## src/rtl/bp_cfg_regfile_pkg.sv

```systemverilog
// Shared types for the boot configuration register file: register map,
// cache/coherence mode encodings, status layout and config-select values.
package bp_cfg_regfile_pkg;

  localparam int cfg_sel_width_lp     = 7;
  localparam int release_gap_width_lp = 8;

  typedef enum logic [7:0] {
    REG_FREEZE      = 8'h00,
    REG_CFG_SEL     = 8'h01,
    REG_ICACHE_MODE = 8'h02,
    REG_DCACHE_MODE = 8'h03,
    REG_CCE_MODE    = 8'h04,
    REG_RELEASE     = 8'h05,
    REG_STATUS      = 8'h06
  } cfg_reg_addr_e;

  typedef enum logic [1:0] {
    ICACHE_NORMAL   = 2'd0,
    ICACHE_NONSPEC  = 2'd1,
    ICACHE_UNCACHED = 2'd2,
    ICACHE_RSVD     = 2'd3
  } icache_mode_e;

  typedef enum logic [1:0] {
    DCACHE_NORMAL   = 2'd0,
    DCACHE_NONSPEC  = 2'd1,
    DCACHE_UNCACHED = 2'd2,
    DCACHE_RSVD     = 2'd3
  } dcache_mode_e;

  typedef enum logic [1:0] {
    CCE_NORMAL   = 2'd0,
    CCE_UNCACHED = 2'd1,
    CCE_UCODE    = 2'd2,
    CCE_RSVD     = 2'd3
  } cce_mode_e;

  typedef struct packed {
    logic sticky_err;
    logic busy;
  } cfg_status_s;

  typedef enum logic [cfg_sel_width_lp-1:0] {
    CFG_SEL_DEFAULT = 7'd0,
    CFG_SEL_ALT     = 7'd1
  } cfg_sel_e;

endpackage

```

## src/rtl/bp_cfg_release_seq.sv

```systemverilog
// Staggered core release: picks the lowest still-frozen core and spaces
// successive clears by a programmable gap.
module bp_cfg_release_seq
  import bp_cfg_regfile_pkg::*;
#(
  parameter int num_core_p  = 4,
  parameter int gap_width_p = release_gap_width_lp
) (
  input  logic                   clk_i,
  input  logic                   reset_n_i,
  input  logic                   i_start,
  input  logic                   i_active,
  input  logic [gap_width_p-1:0] i_gap,
  input  logic [num_core_p-1:0]  i_frozen,
  output logic                   o_fire,
  output logic                   o_last,
  output logic [num_core_p-1:0]  o_clear
);

  logic [gap_width_p-1:0] r_gap;
  logic [gap_width_p-1:0] r_cnt;

  // Descending scan so the lowest frozen index is the one left selected;
  // unfrozen cores are never selected, so they cost no gap cycles.
  always_comb begin
    o_clear = '0;
    for (int i = num_core_p - 1; i >= 0; i--) begin
      if (i_frozen[i]) begin
        o_clear    = '0;
        o_clear[i] = 1'b1;
      end
    end
    o_fire = i_active && (r_cnt == '0) && (|i_frozen);
    o_last = ((i_frozen & ~o_clear) == '0);
  end

  always_ff @(posedge clk_i) begin
    if (!reset_n_i) begin
      r_gap <= '0;
      r_cnt <= '0;
    end else if (i_start) begin
      r_gap <= i_gap;
      r_cnt <= '0;
    end else if (o_fire) begin
      r_cnt <= r_gap;
    end else if (i_active && (r_cnt != '0)) begin
      r_cnt <= r_cnt - gap_width_p'(1);
    end
  end

endmodule

```

## src/rtl/bp_cfg_regfile.sv

```systemverilog
// Boot configuration register file: one-outstanding command/response port,
// per-core freeze mask with staggered release, and mode/config outputs.
module bp_cfg_regfile
  import bp_cfg_regfile_pkg::*;
#(
  parameter int num_core_p       = 4,
  parameter int lg_max_cfgs_p    = 7,
  parameter int cfg_addr_width_p = 8,
  parameter int cfg_data_width_p = 64
) (
  input  logic                        clk_i,
  input  logic                        reset_n_i,

  input  logic                        cmd_v_i,
  output logic                        cmd_ready_o,
  input  logic                        cmd_w_i,
  input  logic [cfg_addr_width_p-1:0] cmd_addr_i,
  input  logic [cfg_data_width_p-1:0] cmd_data_i,

  output logic                        resp_v_o,
  input  logic                        resp_ready_i,
  output logic [cfg_data_width_p-1:0] resp_data_o,
  output logic                        resp_err_o,

  output logic [num_core_p-1:0]       freeze_o,
  output logic [lg_max_cfgs_p-1:0]    cfg_sel_o,
  output logic [1:0]                  icache_mode_o,
  output logic [1:0]                  dcache_mode_o,
  output logic [1:0]                  cce_mode_o,
  output logic                        busy_o
);

  typedef enum logic [1:0] {READY, RESP, RELEASE} state_e;

  state_e                      r_state;
  logic [num_core_p-1:0]       r_freeze;
  logic [lg_max_cfgs_p-1:0]    r_cfgSel;
  icache_mode_e                r_icacheMode;
  dcache_mode_e                r_dcacheMode;
  cce_mode_e                   r_cceMode;
  logic                        r_stickyErr;
  logic                        r_respV;
  logic                        r_respErr;
  logic [cfg_data_width_p-1:0] r_respData;

  logic                        w_accept;
  logic                        w_wrFreeze;
  logic                        w_wrCfgSel;
  logic                        w_wrIcache;
  logic                        w_wrDcache;
  logic                        w_wrCce;
  logic                        w_wrRelease;
  logic                        w_rdStatus;
  logic                        w_respErrNext;
  logic [cfg_data_width_p-1:0] w_respDataNext;
  cfg_status_s                 w_status;
  logic                        w_relFire;
  logic                        w_relLast;
  logic [num_core_p-1:0]       w_relClear;
  logic [num_core_p-1:0]       w_freezeAfterClear;
  logic                        w_unusedData;

  assign cmd_ready_o   = (r_state == READY) && reset_n_i;
  assign w_accept      = cmd_v_i && cmd_ready_o;
  assign busy_o        = (r_state == RELEASE);
  assign resp_v_o      = r_respV;
  assign resp_data_o   = r_respData;
  assign resp_err_o    = r_respErr;
  assign freeze_o      = r_freeze;
  assign cfg_sel_o     = r_cfgSel;
  assign icache_mode_o = r_icacheMode;
  assign dcache_mode_o = r_dcacheMode;
  assign cce_mode_o    = r_cceMode;
  assign w_unusedData  = ^cmd_data_i;

  assign w_status.sticky_err = r_stickyErr;
  assign w_status.busy       = busy_o;
  assign w_freezeAfterClear  = r_freeze & ~w_relClear;

  // Decode the presented command into write strobes plus the response it earns.
  always_comb begin
    w_wrFreeze     = 1'b0;
    w_wrCfgSel     = 1'b0;
    w_wrIcache     = 1'b0;
    w_wrDcache     = 1'b0;
    w_wrCce        = 1'b0;
    w_wrRelease    = 1'b0;
    w_rdStatus     = 1'b0;
    w_respErrNext  = 1'b0;
    w_respDataNext = '0;
    case (cmd_addr_i)
      cfg_addr_width_p'(REG_FREEZE): begin
        if (cmd_w_i) begin
          w_wrFreeze     = 1'b1;
          w_respDataNext = cfg_data_width_p'(cmd_data_i[num_core_p-1:0]);
        end else begin
          w_respDataNext = cfg_data_width_p'(r_freeze);
        end
      end
      cfg_addr_width_p'(REG_CFG_SEL): begin
        if (!cmd_w_i) begin
          w_respDataNext = cfg_data_width_p'(r_cfgSel);
        end else if (&r_freeze) begin
          w_wrCfgSel     = 1'b1;
          w_respDataNext = cfg_data_width_p'(cmd_data_i[lg_max_cfgs_p-1:0]);
        end else begin
          w_respErrNext  = 1'b1;
        end
      end
      cfg_addr_width_p'(REG_ICACHE_MODE): begin
        w_wrIcache     = cmd_w_i;
        w_respDataNext = cmd_w_i ? cfg_data_width_p'(cmd_data_i[1:0])
                                 : cfg_data_width_p'(r_icacheMode);
      end
      cfg_addr_width_p'(REG_DCACHE_MODE): begin
        w_wrDcache     = cmd_w_i;
        w_respDataNext = cmd_w_i ? cfg_data_width_p'(cmd_data_i[1:0])
                                 : cfg_data_width_p'(r_dcacheMode);
      end
      cfg_addr_width_p'(REG_CCE_MODE): begin
        w_wrCce        = cmd_w_i;
        w_respDataNext = cmd_w_i ? cfg_data_width_p'(cmd_data_i[1:0])
                                 : cfg_data_width_p'(r_cceMode);
      end
      cfg_addr_width_p'(REG_RELEASE): begin
        w_wrRelease = cmd_w_i;
      end
      cfg_addr_width_p'(REG_STATUS): begin
        if (cmd_w_i) begin
          w_respErrNext  = 1'b1;
        end else begin
          w_rdStatus     = 1'b1;
          w_respDataNext = cfg_data_width_p'(w_status);
        end
      end
      default: begin
        w_respErrNext = 1'b1;
      end
    endcase
  end

  bp_cfg_release_seq #(
    .num_core_p  (num_core_p),
    .gap_width_p (release_gap_width_lp)
  ) releaseSeq (
    .clk_i     (clk_i),
    .reset_n_i (reset_n_i),
    .i_start   (w_accept && w_wrRelease),
    .i_active  (r_state == RELEASE),
    .i_gap     (cmd_data_i[release_gap_width_lp-1:0]),
    .i_frozen  (r_freeze),
    .o_fire    (w_relFire),
    .o_last    (w_relLast),
    .o_clear   (w_relClear)
  );

  always_ff @(posedge clk_i) begin
    if (!reset_n_i) begin
      r_state      <= READY;
      r_freeze     <= '1;
      r_cfgSel     <= lg_max_cfgs_p'(CFG_SEL_DEFAULT);
      r_icacheMode <= ICACHE_NORMAL;
      r_dcacheMode <= DCACHE_NORMAL;
      r_cceMode    <= CCE_NORMAL;
      r_stickyErr  <= 1'b0;
      r_respV      <= 1'b0;
      r_respErr    <= 1'b0;
      r_respData   <= '0;
    end else begin
      case (r_state)
        READY: begin
          if (w_accept) begin
            if (w_wrFreeze) r_freeze     <= cmd_data_i[num_core_p-1:0];
            if (w_wrCfgSel) r_cfgSel     <= cmd_data_i[lg_max_cfgs_p-1:0];
            if (w_wrIcache) r_icacheMode <= icache_mode_e'(cmd_data_i[1:0]);
            if (w_wrDcache) r_dcacheMode <= dcache_mode_e'(cmd_data_i[1:0]);
            if (w_wrCce)    r_cceMode    <= cce_mode_e'(cmd_data_i[1:0]);
            // The status read has already captured the sticky bit it clears.
            if (w_respErrNext)   r_stickyErr <= 1'b1;
            else if (w_rdStatus) r_stickyErr <= 1'b0;
            if (w_wrRelease && (|r_freeze)) begin
              r_state <= RELEASE;
            end else begin
              r_state    <= RESP;
              r_respV    <= 1'b1;
              r_respData <= w_respDataNext;
              r_respErr  <= w_respErrNext;
            end
          end
        end
        RELEASE: begin
          if (w_relFire) begin
            r_freeze <= w_freezeAfterClear;
            if (w_relLast) begin
              r_state    <= RESP;
              r_respV    <= 1'b1;
              r_respData <= cfg_data_width_p'(w_freezeAfterClear);
              r_respErr  <= 1'b0;
            end
          end
        end
        RESP: begin
          if (resp_ready_i) begin
            r_state <= READY;
            r_respV <= 1'b0;
          end
        end
        default: begin
          r_state <= READY;
        end
      endcase
    end
  end

endmodule
```

## config.mk

```make
export PLATFORM = sky130hd
export DESIGN_NAME = bp_cfg_regfile
export DESIGN_NICKNAME = d
export VERILOG_FILES = /design/src/rtl/bp_cfg_regfile_pkg.sv /design/src/rtl/bp_cfg_release_seq.sv /design/src/rtl/bp_cfg_regfile.sv
export SDC_FILE = /design/constraint.sdc
export NUM_CORES = 1
export LEC_CHECK = 0
export ABC_AREA = 0
export BUFFER_PORTS_ARGS = -buffer_cell sky130_fd_sc_hd__buf_2
export CORE_MARGIN = 2
export CORE_UTILIZATION = 45
export CTS_BUF_LIST = sky130_fd_sc_hd__clkbuf_16
export CTS_CLUSTER_SIZE = 16
export DETAILED_ROUTE_END_ITERATION = 6
export PLACE_DENSITY = 0.78
export SLEW_MARGIN = 20
export SYNTH_ARGS = -nofsm -noshare
export SYNTH_HDL_FRONTEND = slang
export SYNTH_SLANG_ARGS = --single-unit
```

## constraint.sdc

```tcl
create_clock -name clk_i -period 2.5 [get_ports clk_i]
set_input_delay 0.375 -clock clk_i [delete_from_list [all_inputs] [get_ports clk_i]]
set_output_delay 0.375 -clock clk_i [all_outputs]
set_load 0.1 [all_outputs]
```

Word-level counts from Yosys, hierarchy flattened
Index checks and enable logic that the tools add are counted.
{ "op_classes": {"eq_ne": 14, "bitwise_logic": 3, "n_reduce_logical": 29, "add_sub_neg": 1, "mux": 56} }
{ "ops": {"columns": ["cell", "count"], "rows": [
  ["64-bit 2-to-1 mux", 4],
  ["64-bit case mux with 2 select lines", 1],
  ["7-bit case mux with 6 select lines", 1],
  ["4-bit 2-to-1 mux", 8],
  ["8-bit by 3-bit equality test with 1-bit output (second input constant)", 3],
  ["1-bit 2-to-1 mux", 24],
  ["2-bit 2-to-1 mux", 9],
  ["8-bit by 2-bit equality test with 1-bit output (second input constant)", 2],
  ["8-bit zero test", 2],
  ["8-bit 2-to-1 mux", 2],
  ["3-bit AND reduction", 5],
  ["7-bit 2-to-1 mux", 2],
  ["2-bit != test (second input constant)", 6],
  ["4-bit AND reduction", 3],
  ["8-bit by 1-bit equality test with 1-bit output (second input constant)", 1],
  ["4-bit case mux with 2 select lines", 1],
  ["8-bit nonzero test", 1],
  ["8-bit by 1-bit subtractor with 8-bit output (second input constant)", 1],
  ["1-bit logical AND", 7],
  ["1-bit case mux with 3 select lines", 2],
  ["2-bit case mux with 3 select lines", 1],
  ["6-bit AND reduction", 1],
  ["2-bit nonzero test", 3],
  ["5-bit AND reduction", 1],
  ["12 further kinds", 12]
]} }
{ "totals": {"wordCells": 115, "regBits": 102, "in_bits": 77} }

Logic depth before layout (Yosys ltp)
Gate-level depths: netlist (run 1).
{ "depth": {"word_depth": 10, "depth_mapped": 8, "depth_no_buf": 7} }

Modules after synthesis
Synthesis (run 1) repeated with hierarchy kept, for this count alone.
{ "unflattened": {"cells_unflattened": 368, "area_unflattened_um2": 3069.2} }
{ "by_module_without_submodules": {"columns": ["mod", "area_per_inst_um2", "instances", "seq_area_each_um2", "cells_each"], "rows": [
  ["bp_cfg_regfile", 2158.3, 1, 580.6, 267],
  ["bp_cfg_release_seq", 910.9, 1, 320.3, 101]
]} }

Least setup slack after synthesis (run 1)
OpenSTA, ideal clock, no wires.
{ "synth_timing": {"path_type": "flip-flop to output port", "startpoint": "register r_state[1]", "endpoint": "output port cmd_ready_o", "n_path_buf": 1, "required_ps": 2125, "slack_ps": -575, "stages_incl_launch_ff": 3, "arrival_time_ps": 2700, "path_cell_list": "dfxtp_1 -> clkbuf_1 -> nor3b_1"} }
{ "synth_via": {"elab_chain_cells": 2} }
{ "synth_rtl": {"columns": ["item", "line_no", "text"], "rows": [
  ["start: declaration", "bp_cfg_regfile.sv:35", "state_e r_state;"],
  ["start signal: assignment", "bp_cfg_regfile.sv:159", "r_state <= READY;"],
  ["start signal: assignment", "bp_cfg_regfile.sv:182", "r_state <= RELEASE;"],
  ["start signal: assignment", "bp_cfg_regfile.sv:184", "r_state <= RESP;"],
  ["2-bit zero test", "bp_cfg_regfile.sv:63", "assign cmd_ready_o = (r_state == READY) && reset_n_i;"],
  ["1-bit logical AND", "bp_cfg_regfile.sv:63", null],
  ["end: declaration", "bp_cfg_regfile.sv:15", "output logic cmd_ready_o,"]
]} }
No other way between the ends.

Final worst setup path (run 1)
{ "layout_timing": {"startpoint": "register r_freeze[2] (netlist: freeze_o[2])", "endpoint": "register r_freeze[1] (netlist: freeze_o[1])"} }
{ "layout_via": {"elab_chain_cells": 7, "word_cells_on_any_way": 11} }
{ "layout_rtl": {"columns": ["item", "line_no", "text"], "rows": [
  ["start: declaration", "bp_cfg_regfile.sv:36", "logic [num_core_p-1:0] r_freeze;"],
  ["start signal: assignment", "bp_cfg_regfile.sv:173", "if (w_wrFreeze) r_freeze <= cmd_data_i[num_core_p-1:0];"],
  ["start signal: assignment", "bp_cfg_regfile.sv:193", "r_freeze <= w_freezeAfterClear;"],
  ["4-bit 2-to-1 mux (3 in a row)", "bp_cfg_release_seq.sv:28", "if (i_frozen[i]) begin"],
  ["4-bit inverter", "bp_cfg_regfile.sv:78", "assign w_freezeAfterClear = r_freeze & ~w_relClear;"],
  ["4-bit AND", "bp_cfg_regfile.sv:78", null],
  ["4-bit 2-to-1 mux", "bp_cfg_regfile.sv:192", "if (w_relFire) begin"],
  ["4-bit case mux with 2 select lines", "bp_cfg_regfile.sv:170", "case (r_state)"]
]} }
Parallel ways exist; a longest one is shown, timed or not. The select of a mux whose other input is x is not followed.
A chain may end at the register's enable or synchronous reset.

==> results of run 1 <==
-- per-layer routing --
metal | part of all wire | up-vias | track usage
li1 | - | 1250 | -
met1 | 0.43 | 1180 | 0.233
met2 | 0.47 | 149 | 0.312
met3 | 0.090 | 16 | 0.0438
met4 | 0.018 | 0 | 0.0606
met5 | 0 | - | 0
-- worst register-to-register path, stage by stage (launching register included) --
cell and delay, ps:
dfxtp_1 400, or4_1 630, and4_1 260, buf_4 170, o21ai_0 360, o21ai_0 160
o311ai_0 120
-- flip-flops by register name, indices dropped and copies added (netlist names), 2 cells and up --
| name | count |
|---|---|
| dcache_mode_o | 2 |
| icache_mode_o | 2 |
| r_state | 2 |
| cfg_sel_o | 7 |
| resp_data_o | 7 |
| cce_mode_o | 2 |
| releaseSeq.r_gap | 8 |
| releaseSeq.r_cnt | 8 |
| freeze_o | 4 |
-- power by group through the flow --
| stage | sequential (mW) | combinational [mW] | clock (mW) |
|---|---|---|---|
| after floorplan | 1.14 | 1.55 | 0 |
| after global placement | 0.968 | 1.97 | 0 |
| after detailed placement | 0.976 | 2.00 | 0 |
| after CTS | 0.961 | 2.01 | 0.624 |
| after global routing | 0.983 | 2.19 | 0.644 |
| final | 0.963 | 2.03 | 0.607 |
-- layout by cell type (no fill, tap or decap), drive strengths merged, types with 11 or more instances in the layout --
master  count
mux2i      22
nor2b      22
buf        63
conb       57
o21ai      11
nor2       12
dfxtp      45
a21oi      15
nor3       17
nand2      20
-- worst paths after layout --
path                          to  slack [ps]      startpoint  cells past startpoint
max reg2reg          freeze_o[1]         290     freeze_o[2]                      6
max                  freeze_o[1]         290     freeze_o[2]                      6
min reg2reg       resp_data_o[6]         460  resp_data_o[6]                      2
min          releaseSeq.r_gap[7]         360   cmd_data_i[7]                      3
-- final cells by class --
class	count	area share
Clock buffer	5	0.0385
Clock inverter	1	0.00154
Inverter	9	0.0115
Multi-Input combinational cell	276	0.533
Sequential cell	45	0.278
Tap cell	77	0.0296
Timing Repair Buffer	63	0.109
-- cell families (layout without fill, tap and decap cells) --
| kind of cell | Yosys count | count (layout) | share of synthesized area |
|---|---|---|---|
| AOI/OAI and AO/OA | 72 | 72 | 0.176 |
| xor gates and xnor gates | 1 | 1 | 0.00296 |
| adders and majority gates | 2 | 2 | 0.00846 |
| buffers and inverters | 82 | 78 | 0.182 |
| DFF | 45 | 45 | 0.305 |
| muxes | 25 | 25 | 0.0859 |
| other | 1 | 57 | 0.00127 |
| and+or+nand+nor | 119 | 119 | 0.239 |
==> metrics.log, run 1 <==
INFO  metric floorplan.initialDensity = 0.466
INFO  metric final-instance-count-excl-fill = 476
INFO  metric route.vias.total = 2595
INFO  metric worst_skew_pair_later_pin_latency = 280 ps
INFO  metric crit_path_start_kind = flip-flop
INFO  metric crit_chain = or4_1 -> and4_1 -> buf_4 -> o21ai_0 -> o21ai_0 -> o311ai_0
INFO  metric combPwrFrac = 0.564
INFO  metric cts-buffers-inserted = 5
INFO  metric postRouteWirelength = between 6 and 7 mm
INFO  metric ys_seq_elements = 45
INFO  metric vias_in_the_first_global_route = around 2300
INFO  metric seqCellArea = 903 um^2
INFO  metric power.ir.vdd_worst = 0.691 mV
INFO  metric synth.yosys.warnings = 0
INFO  metric postLayoutCellArea = approximately 3300 um^2
INFO  metric drtAntennaViolNets = 0
INFO  metric clkPwrFrac = 0.169
INFO  metric critical_path_arrival = 2380 ps
INFO  metric h-tree-depth = 2
INFO  metric fin_worst_hold_slack = approximately 360 ps
INFO  metric grtUsageTotal = 0.185
INFO  metric syn-mean-instance-area = 8.52 um^2
INFO  metric cts_sinks = 45
INFO  metric total_iterations_of_the_first_detailed_routing_run = 5
INFO  metric yosys-top-cells-area = dfxtp_1 (30%), buf_4 (15%), mux2i_1 (7.4%), nor2b_1 (4.7%), nor3_1 (2.7%)
INFO  metric max_slew.worst_pin.slew = 633 ps
INFO  metric multi_input_comb_area = 1730 um^2
INFO  metric final_net_count = 479
INFO  metric worst-path-max-fanout = 9
INFO  metric final_core_utilization = 0.512
INFO  metric finalWorstSetupSlack = 289 ps
INFO  metric max_stage_delay = 630 ps
INFO  metric cts-hold-fix-buffers = 0
INFO  metric areaGrowthSynthToFinish = 9.99%
INFO  metric grt_overflow_total = 0
INFO  metric grt_antenna_before_repair = 0
INFO  metric hold_path.class = input pin to flip-flop
INFO  metric syn_inst = between 300 and 400
INFO  metric cts_root_buf = clkbuf_16
INFO  metric dp_hpwl = 4.98 mm
INFO  metric placement.cell_area = 3120 um^2
INFO  metric final_hold_viol_count = 0
INFO  metric critPathKind = flip-flop to flip-flop
INFO  metric power.total = 3.60 mW
INFO  metric synth.lib_cells_used.distinct = 62
INFO  metric most_frequent_cell_after_synthesis = buf_4
INFO  metric grt_max_degree = 39
INFO  metric synth.largest_area_cell = dfxtp_1
INFO  metric fin_setup_tns = 0 ps
INFO  metric drt-vias-per-instance = 5.45
INFO  metric fmax = 452 MHz
INFO  metric ctsLongestPathBuffers = 2
INFO  metric post_route_cells_drive_above_1_share = 0.213
INFO  metric core = 6350 um^2
INFO  metric gp_congestion = approximately 0.85
INFO  metric crit_family = simple AND/OR/NAND/NOR gates
INFO  metric power_per_cell_area = 1110 nW/um^2
INFO  metric max_slew_margin_vs_limit = 0.576
INFO  metric critical-path-slowest-cell = or4_1
INFO  metric worstPathBufferInverterCount = 1
INFO  metric ctsResizeCount = 0
INFO  metric chipWidth = 85.1 um
INFO  metric cts_tree = yes
INFO  metric num-fill-cells = 611
INFO  metric final.min_clock_period = around 2200 ps
INFO  metric cap_viol_max_count = 0
INFO  metric placed_cells_incl_taps = 470
INFO  metric post_cts.repair.setup_buffers = 0
INFO  metric timing.critical_path.mode_cell = o21ai_0
INFO  metric synth-edff-count = 0
INFO  metric die_height = 85.1 um
INFO  metric timing.final.max_slew_violations = 0
INFO  metric grt_setup_unrepaired = no
INFO  metric p_leak = 1.47 nW
INFO  metric cell_internal_pwr = 1.80 mW
INFO  metric count_of_standard_cell_rows = 29
INFO  metric drt_iter0_drc = 180
INFO  metric route.detailed.drc = 0
INFO  metric dominantRegCellSynth = dfxtp_1
INFO  metric cp-end-kind = flip-flop
INFO  metric data_required_time_of_the_worst_path = 2660 ps
INFO  metric postSynth.asyncResetShare = 0
INFO  metric power_frac_seq = 0.268
INFO  metric antenna-diode-count = 0
INFO  metric synth_area = about 3000 um^2
INFO  metric post_synth_most_frequent_cells = buf_4 (59), dfxtp_1 (45), mux2i_1 (22), nor2b_1 (22), nand2_1 (20)
INFO  metric synth_seq_area_share = 0.305
INFO  metric fin_skew = 3.74 ps
INFO  metric detail_route.wl_per_cell = 14.0 um
INFO  metric portion_of_synthesized_cell_area_occupied_by_the_leading_cell_type = 0.305
INFO  metric floorplan.die_area = 7230 um^2
INFO  metric grt_first_pass_wirelength = 11.0 mm
INFO  metric p_sw_frac = 0.500
INFO  metric io_buffer_count = 48
INFO  metric run_status = complete, no violations
INFO  metric dp_slack = approximately 150 ps
INFO  metric clkTransAtPathRegs = 60 ps
INFO  metric floorplan.io_pins = 162
INFO  metric power.switching = 1.80 mW
INFO  metric final_setup_viols = 0
INFO  metric layout_worst_path_cycle_share = 0.885
Note: power is estimated with default switching activity, not from simulation.
==> inputs of run 2 (changes only) <==
--- a/config.mk
+++ b/config.mk
@@ -7,7 +7,6 @@
 export LEC_CHECK = 0
 export ABC_AREA = 0
 export BUFFER_PORTS_ARGS = -buffer_cell sky130_fd_sc_hd__buf_2
-export CORE_MARGIN = 2
 export CORE_UTILIZATION = 45
 export CTS_BUF_LIST = sky130_fd_sc_hd__clkbuf_16
 export CTS_CLUSTER_SIZE = 16
==> constraint.sdc (replaced) <==
create_clock -name clk_i -period 2.47 [get_ports clk_i]
set_input_delay 0.3705 -clock clk_i [delete_from_list [all_inputs] [get_ports clk_i]]
set_output_delay 0.3705 -clock clk_i [all_outputs]
set_load 0.1 [all_outputs]
==> metrics.log, run 2 (synthesized netlist as in run 1, its figures left out) <==
INFO  metric num-fill-cells = 605 (was 611)
INFO  metric final_hold_viol_count = 0 (unchanged)
INFO  metric dp_hpwl = 5.06 mm (was 4.98 mm)
INFO  metric cap_viol_max_count = 0 (unchanged)
INFO  metric drt-vias-per-instance = 5.46 (was 5.45)
INFO  metric worst_skew_pair_later_pin_latency = 280 ps (about the same)
INFO  metric grt_antenna_before_repair = 0 (unchanged)
INFO  metric r2r_start = releaseSeq.r_cnt[0] (was freeze_o[2])
INFO  metric floorplan.initialDensity = 0.466 (unchanged)
INFO  metric hold_path_startpoint = cmd_data_i[7] (unchanged)
INFO  metric power_per_cell_area = 1120 nW/um^2 (was 1110 nW/um^2)
INFO  metric layout_worst_path_cycle_share = 0.925 (was 0.885)
INFO  metric hold_path.class = input pin to flip-flop (unchanged)
INFO  metric critPathKind = flip-flop to flip-flop (unchanged)
INFO  metric crit_path_start_kind = flip-flop (unchanged)
INFO  metric areaGrowthSynthToFinish = 10.1% (was 9.99%)
INFO  metric floorplan.io_pins = 162 (unchanged)
INFO  metric final_setup_viols = 0 (unchanged)
INFO  metric drt_iter0_drc = 116 (was 180)
INFO  metric cts_tree = yes (unchanged)
INFO  metric cts-buffers-inserted = 5 (unchanged)
INFO  metric route.met3.wl = 406 um (was 595 um)
INFO  metric post_route_cells_drive_above_1_share = 0.206 (was 0.213)
INFO  metric route.vias.total = 2597 (was 2595)
INFO  metric vias_in_the_first_global_route = 2395 (was 2301)
INFO  metric run_status = complete, no violations (unchanged)
INFO  metric routed-wl-met2 = 3.26 mm (was 3.10 mm)
INFO  metric placed_cells_incl_taps = 468 (was 470)
INFO  metric grt_first_pass_wirelength = 11.2 mm (was 11.0 mm)
INFO  metric io_buffer_count = 48 (unchanged)
INFO  metric cts_sinks = 45 (unchanged)
INFO  metric worst-path-max-fanout = 9 (unchanged)
INFO  metric drtAntennaViolNets = 0 (unchanged)
INFO  metric final.min_clock_period = 2290 ps (was 2210 ps)
INFO  metric max_slew.worst_pin.slew = 586 ps (was 633 ps)
INFO  metric detail_route.wl_per_cell = 14.1 um (was 14.0 um)
INFO  metric cts_root_buf = clkbuf_16 (unchanged)
INFO  metric die_height = 83.1 um (was 85.1 um)
INFO  metric final_net_count = 477 (was 479)
INFO  metric worstPathBufferInverterCount = 1 (unchanged)
INFO  metric total_iterations_of_the_first_detailed_routing_run = 4 (was 5)
INFO  metric data_required_time_of_the_worst_path = 2670 ps (was 2660 ps)
INFO  metric chipWidth = 83.1 um (was 85.1 um)
INFO  metric reg2reg_depth = 7 (was 6)
INFO  metric fin_skew = 3.76 ps (was 3.74 ps)
INFO  metric h-tree-depth = 2 (unchanged)
INFO  metric final-instance-count-excl-fill = 476 (unchanged)
INFO  metric critical_path_arrival = 2490 ps (was 2380 ps)
INFO  metric postRouteWirelength = 6.70 mm (was 6.64 mm)
INFO  metric floorplan.die_area = 6900 um^2 (was 7230 um^2)
INFO  metric max_stage_delay = 540 ps (was 630 ps)
INFO  metric max_slew_margin_vs_limit = 0.607 (was 0.576)
INFO  metric dp_slack = 22.6 ps (was 147 ps)
INFO  metric ctsResizeCount = 0 (unchanged)
INFO  metric antenna-diode-count = 0 (unchanged)
INFO  metric gp_congestion = 0.893 (was 0.846)
INFO  metric route.detailed.drc = 0 (unchanged)
INFO  metric most_common_cell_after_layout_fill_and_taps_aside = conb_1 (unchanged)
INFO  metric post_cts.repair.setup_buffers = 0 (unchanged)
INFO  metric crit_chain = inv_1 -> ha_1 -> nor4b_2 -> and4_1 -> o221ai_4 -> or4_1 -> a21boi_0 (was or4_1 -> and4_1 -> buf_4 -> o21ai_0 -> o21ai_0 -> o311ai_0)
INFO  metric rr_endpoint = resp_data_o[6] (was freeze_o[1])
INFO  metric met1_length = 2.87 mm (was 2.82 mm)
INFO  metric reg_top3 = releaseSeq.r_cnt x8, releaseSeq.r_gap x8 (unchanged)
INFO  metric power.total = 3.65 mW (was 3.60 mW)
INFO  metric worst_hold_path.endpoint = releaseSeq.r_gap[7] (unchanged)
INFO  metric cp-end-kind = flip-flop (unchanged)
INFO  metric mostFrequentLayoutCells = conb_1 (57), buf_2 (48), dfxtp_1 (43) (unchanged)
INFO  metric p_leak = 1.48 nW (was 1.47 nW)
INFO  metric grt_overflow_total = 0 (unchanged)
INFO  metric core = 6350 um^2 (unchanged)
INFO  metric setup.reg_to_reg.worst_slack = 180 ps (was 290 ps)
INFO  metric grt_max_degree = 24 (was 39)
INFO  metric clkTransAtPathRegs = 60 ps (about the same)
INFO  metric timing.final.max_slew_violations = 0 (unchanged)
INFO  metric worstHoldPathCells = 3 (unchanged)
INFO  metric grtUsageTotal = 0.196 (was 0.185)
INFO  metric count_of_standard_cell_rows = 29 (unchanged)
INFO  metric finalWorstSetupSlack = 185 ps (was 289 ps)
INFO  metric fin_setup_tns = 0 ps (unchanged)
INFO  metric critical-path-slowest-cell = or4_1 (unchanged)
INFO  metric cts-hold-fix-buffers = 0 (unchanged)
INFO  metric fmax = 438 MHz (was 452 MHz)
INFO  metric highest_layer = met4 (unchanged)
INFO  metric power.ir.vdd_worst = 0.532 mV (was 0.691 mV)
INFO  metric crit_family = simple AND/OR/NAND/NOR gates (unchanged)
INFO  metric grt_setup_unrepaired = no (unchanged)
INFO  metric ctsLongestPathBuffers = 2 (unchanged)
run 2: cell types whose count changed in the layout (fill, tap and decap cells not counted):
cell      change
buf_4         -3
inv_1         +3
buf_12        +1
clkinv_2      -1
run 2: stage by stage:
stage,cell area (um^2),hold slack (ps),utilization
final,3260,346,0.513
after global routing,3260,378,0.513
after CTS,3260,351,0.513
after detailed placement,3120,464,0.491
after global placement,3120,454,0.491
after floorplan,3180,450,-
run 2: power breakdown:
group	internal (mW)	switching (mW)
sequential	0.840	0.152
combinational	0.606	1.42
clock	0.364	0.267
run 2: how the worst max path moves through the flow:
stage	slack [ps]	to	depth (start not counted)	from
2_1_floorplan	1	resp_data_o[4]	6	freeze_o[2]
3_3_place_gp	60	releaseSeq.r_cnt[6]	6	cmd_addr_i[5]
3_5_place_dp	20	releaseSeq.r_cnt[6]	6	cmd_addr_i[5]
4_1_cts	180	resp_data_o[6]	7	releaseSeq.r_cnt[0]
5_1_grt	70	resp_data_o[6]	7	releaseSeq.r_cnt[0]
6_report	180	resp_data_o[6]	7	releaseSeq.r_cnt[0]
run 2: layout make-up:
class,count,area [um^2],area share
Sequential cell,45,903,0.277
Inverter,9,37.5,0.0115
Clock inverter,3,11.3,0.00346
Clock buffer,5,125,0.0384
Tap cell,77,96.3,0.0296
Multi-Input combinational cell,276,1730,0.532
Timing Repair Buffer,61,350,0.108
run 2: tightest hold or removal path, stage by stage:
cell     delay [ps]
buf_2            80
mux2i_1          50
nor2b_1          90
run 2: per-layer routing:
metal	vias to the layer above	GRT usage
met2	129	0.341
met1	1209	0.232
met4	0	0.0815
met5	-	0
li1	1242	-
met3	17	0.0457
==> inputs of run 3 (changes only) <==
--- a/config.mk
+++ b/config.mk
@@ -7,11 +7,11 @@
 export LEC_CHECK = 0
 export ABC_AREA = 0
 export BUFFER_PORTS_ARGS = -buffer_cell sky130_fd_sc_hd__buf_2
-export CORE_UTILIZATION = 45
-export CTS_BUF_LIST = sky130_fd_sc_hd__clkbuf_16
+export CORE_UTILIZATION = 46
+export CTS_BUF_LIST = sky130_fd_sc_hd__clkbuf_2
 export CTS_CLUSTER_SIZE = 16
 export DETAILED_ROUTE_END_ITERATION = 6
-export PLACE_DENSITY = 0.78
+export PLACE_DENSITY = 0.79
 export SLEW_MARGIN = 20
 export SYNTH_ARGS = -nofsm -noshare
 export SYNTH_HDL_FRONTEND = slang
==> metrics.log, run 3 (synthesized netlist as in run 1, its figures left out) <==
INFO  metric final_setup_viols = 0 (unchanged)
INFO  metric finalWorstSetupSlack = 211 ps (was 185 ps)
INFO  metric chipWidth = 82.2 um (was 83.1 um)
INFO  metric cap_viol_max_count = 0 (unchanged)
INFO  metric h-tree-depth = 2 (unchanged)
INFO  metric power_per_cell_area = 1050 nW/um^2 (was 1120 nW/um^2)
INFO  metric max_slew_margin_vs_limit = 0.569 (was 0.607)
INFO  metric data_required_time_of_the_worst_path = 2780 ps (was 2670 ps)
INFO  metric areaGrowthSynthToFinish = 7.62% (was 10.1%)
INFO  metric antenna-diode-count = 0 (unchanged)
INFO  metric fin_skew = 9.30 ps (was 3.76 ps)
INFO  metric most_common_cell_after_layout_fill_and_taps_aside = conb_1 (unchanged)
INFO  metric grt_setup_unrepaired = no (unchanged)
INFO  metric fmax = 443 MHz (was 438 MHz)
INFO  metric max_slew.worst_pin.slew = 643 ps (was 586 ps)
INFO  metric post_cts.repair.setup_buffers = 0 (unchanged)
INFO  metric grt_first_pass_wirelength = 10.8 mm (was 11.2 mm)
INFO  metric cp-end-kind = flip-flop (unchanged)
INFO  metric critical_path_arrival = 2570 ps (was 2490 ps)
INFO  metric floorplan.io_pins = 162 (unchanged)
INFO  metric core = 6060 um^2 (was 6350 um^2)
INFO  metric ctsLongestPathBuffers = 2 (unchanged)
INFO  metric floorplan.initialDensity = 0.488 (was 0.466)
INFO  metric worst-path-max-fanout = 12 (was 9)
INFO  metric cts-hold-fix-buffers = 0 (unchanged)
INFO  metric layout_worst_path_cycle_share = 0.914 (was 0.925)
INFO  metric reg_top3 = releaseSeq.r_cnt x8, releaseSeq.r_gap x8 (unchanged)
INFO  metric io_buffer_count = 48 (unchanged)
INFO  metric vias_in_the_first_global_route = 2263 (was 2395)
INFO  metric dp_hpwl = 5.09 mm (was 5.06 mm)
INFO  metric placement.cell_area = 3140 um^2 (was 3120 um^2)
INFO  metric die_height = 82.2 um (was 83.1 um)
INFO  metric hold_path.class = input pin to flip-flop (unchanged)
INFO  metric cts_tree = yes (unchanged)
INFO  metric route.detailed.drc = 0 (unchanged)
INFO  metric drt_iter0_drc = 180 (was 116)
INFO  metric cts_sinks = 45 (unchanged)
INFO  metric floorplan.die_area = 6750 um^2 (was 6900 um^2)
INFO  metric drt-vias-per-instance = 5.42 (was 5.46)
INFO  metric mostFrequentLayoutCells = conb_1 (57), buf_2 (48), dfxtp_1 (43) (unchanged)
INFO  metric final_net_count = 482 (was 477)
INFO  metric postLayoutCellArea = 3180 um^2 (was 3260 um^2)
INFO  metric route.vias.total = 2598 (was 2597)
INFO  metric post_route_cells_drive_above_1_share = 0.223 (was 0.206)
INFO  metric critPathKind = flip-flop to flip-flop (unchanged)
INFO  metric clkTransAtPathRegs = 220 ps (was 60 ps)
INFO  metric dp_slack = 16.7 ps (was 22.6 ps)
INFO  metric cts_root_buf = clkbuf_2 (was clkbuf_16)
INFO  metric detail_route.wl_per_cell = 13.8 um (was 14.1 um)
INFO  metric power.ir.vdd_worst = 0.826 mV (was 0.532 mV)
INFO  metric grtUsageTotal = 0.209 (was 0.196)
INFO  metric p_leak = 1.45 nW (was 1.48 nW)
INFO  metric fin_setup_tns = 0 ps (unchanged)
INFO  metric drtAntennaViolNets = 0 (unchanged)
INFO  metric final_hold_viol_count = 0 (unchanged)
INFO  metric timing.final.max_slew_violations = 0 (unchanged)
INFO  metric count_of_standard_cell_rows = 28 (was 29)
INFO  metric worst_skew_pair_later_pin_latency = 410 ps (was 280 ps)
INFO  metric grt_max_degree = 37 (was 24)
INFO  metric postRouteWirelength = 6.62 mm (was 6.70 mm)
INFO  metric gp_congestion = 0.919 (was 0.893)
INFO  metric ctsResizeCount = 0 (unchanged)
INFO  metric run_status = complete, no violations (unchanged)
INFO  metric crit_path_start_kind = flip-flop (unchanged)
INFO  metric total_iterations_of_the_first_detailed_routing_run = 4 (unchanged)
INFO  metric final.min_clock_period = 2260 ps (was 2290 ps)
INFO  metric grt_overflow_total = 0 (unchanged)
INFO  metric cts-buffers-inserted = 5 (unchanged)
INFO  metric grt_antenna_before_repair = 0 (unchanged)
-- run 3: where the power goes --
part | switching (mW) | internal (mW) | total, mW
logic | 1.44 | 0.640 | 2.08
clock network | 0.236 | 0.0712 | 0.307
registers | 0.118 | 0.839 | 0.957
total | 1.80 | 1.55 | 3.35
-- run 3: through the flow --
step	hold WS, ps	power [mW]	cells	util
CTS	196	3.35	479	0.525
finish	211	3.35	479	0.525
global route	195	3.59	479	0.525
floorplan	450	2.72	403	-
global placement	452	3.00	471	0.518
detailed placement	456	3.04	471	0.518
-- run 3: final cells by class --
type,instances,area (um^2)
inverter,9,37.5
clock inverter,2,10.0
timing repair buffer,66,375
multi-input combinational,276,1730
sequential,45,903
clock buffer,6,30.0
fill,602,2880
tap,75,93.8
-- run 3: final timing paths --
| path | slack [ps] | end | depth (start not counted) | start |
|---|---|---|---|---|
| max | 210 | freeze_o[2] | 6 | freeze_o[0] |
| min | 210 | releaseSeq.r_gap[7] | 3 | cmd_data_i[7] |
| max reg2reg | 210 | freeze_o[2] | 6 | freeze_o[0] |
| min reg2reg | 480 | resp_data_o[6] | 2 | resp_data_o[6] |
-- run 3: per-layer routing --
layer  track usage  up-vias  routed length (um)
met5             0        -                   0
met3        0.0407       13                 451
met2         0.322      123                2980
met1         0.289     1206                3050
met4        0.0737        0                 141
li1              -     1256                   -
-- run 3: worst max-delay path: stages (launching register included) --
cell	delay, ps
dfxtp_2	430
or4_1	580
and4_1	270
buf_4	170
o21ai_0	410
o21ai_0	180
o311ai_0	140
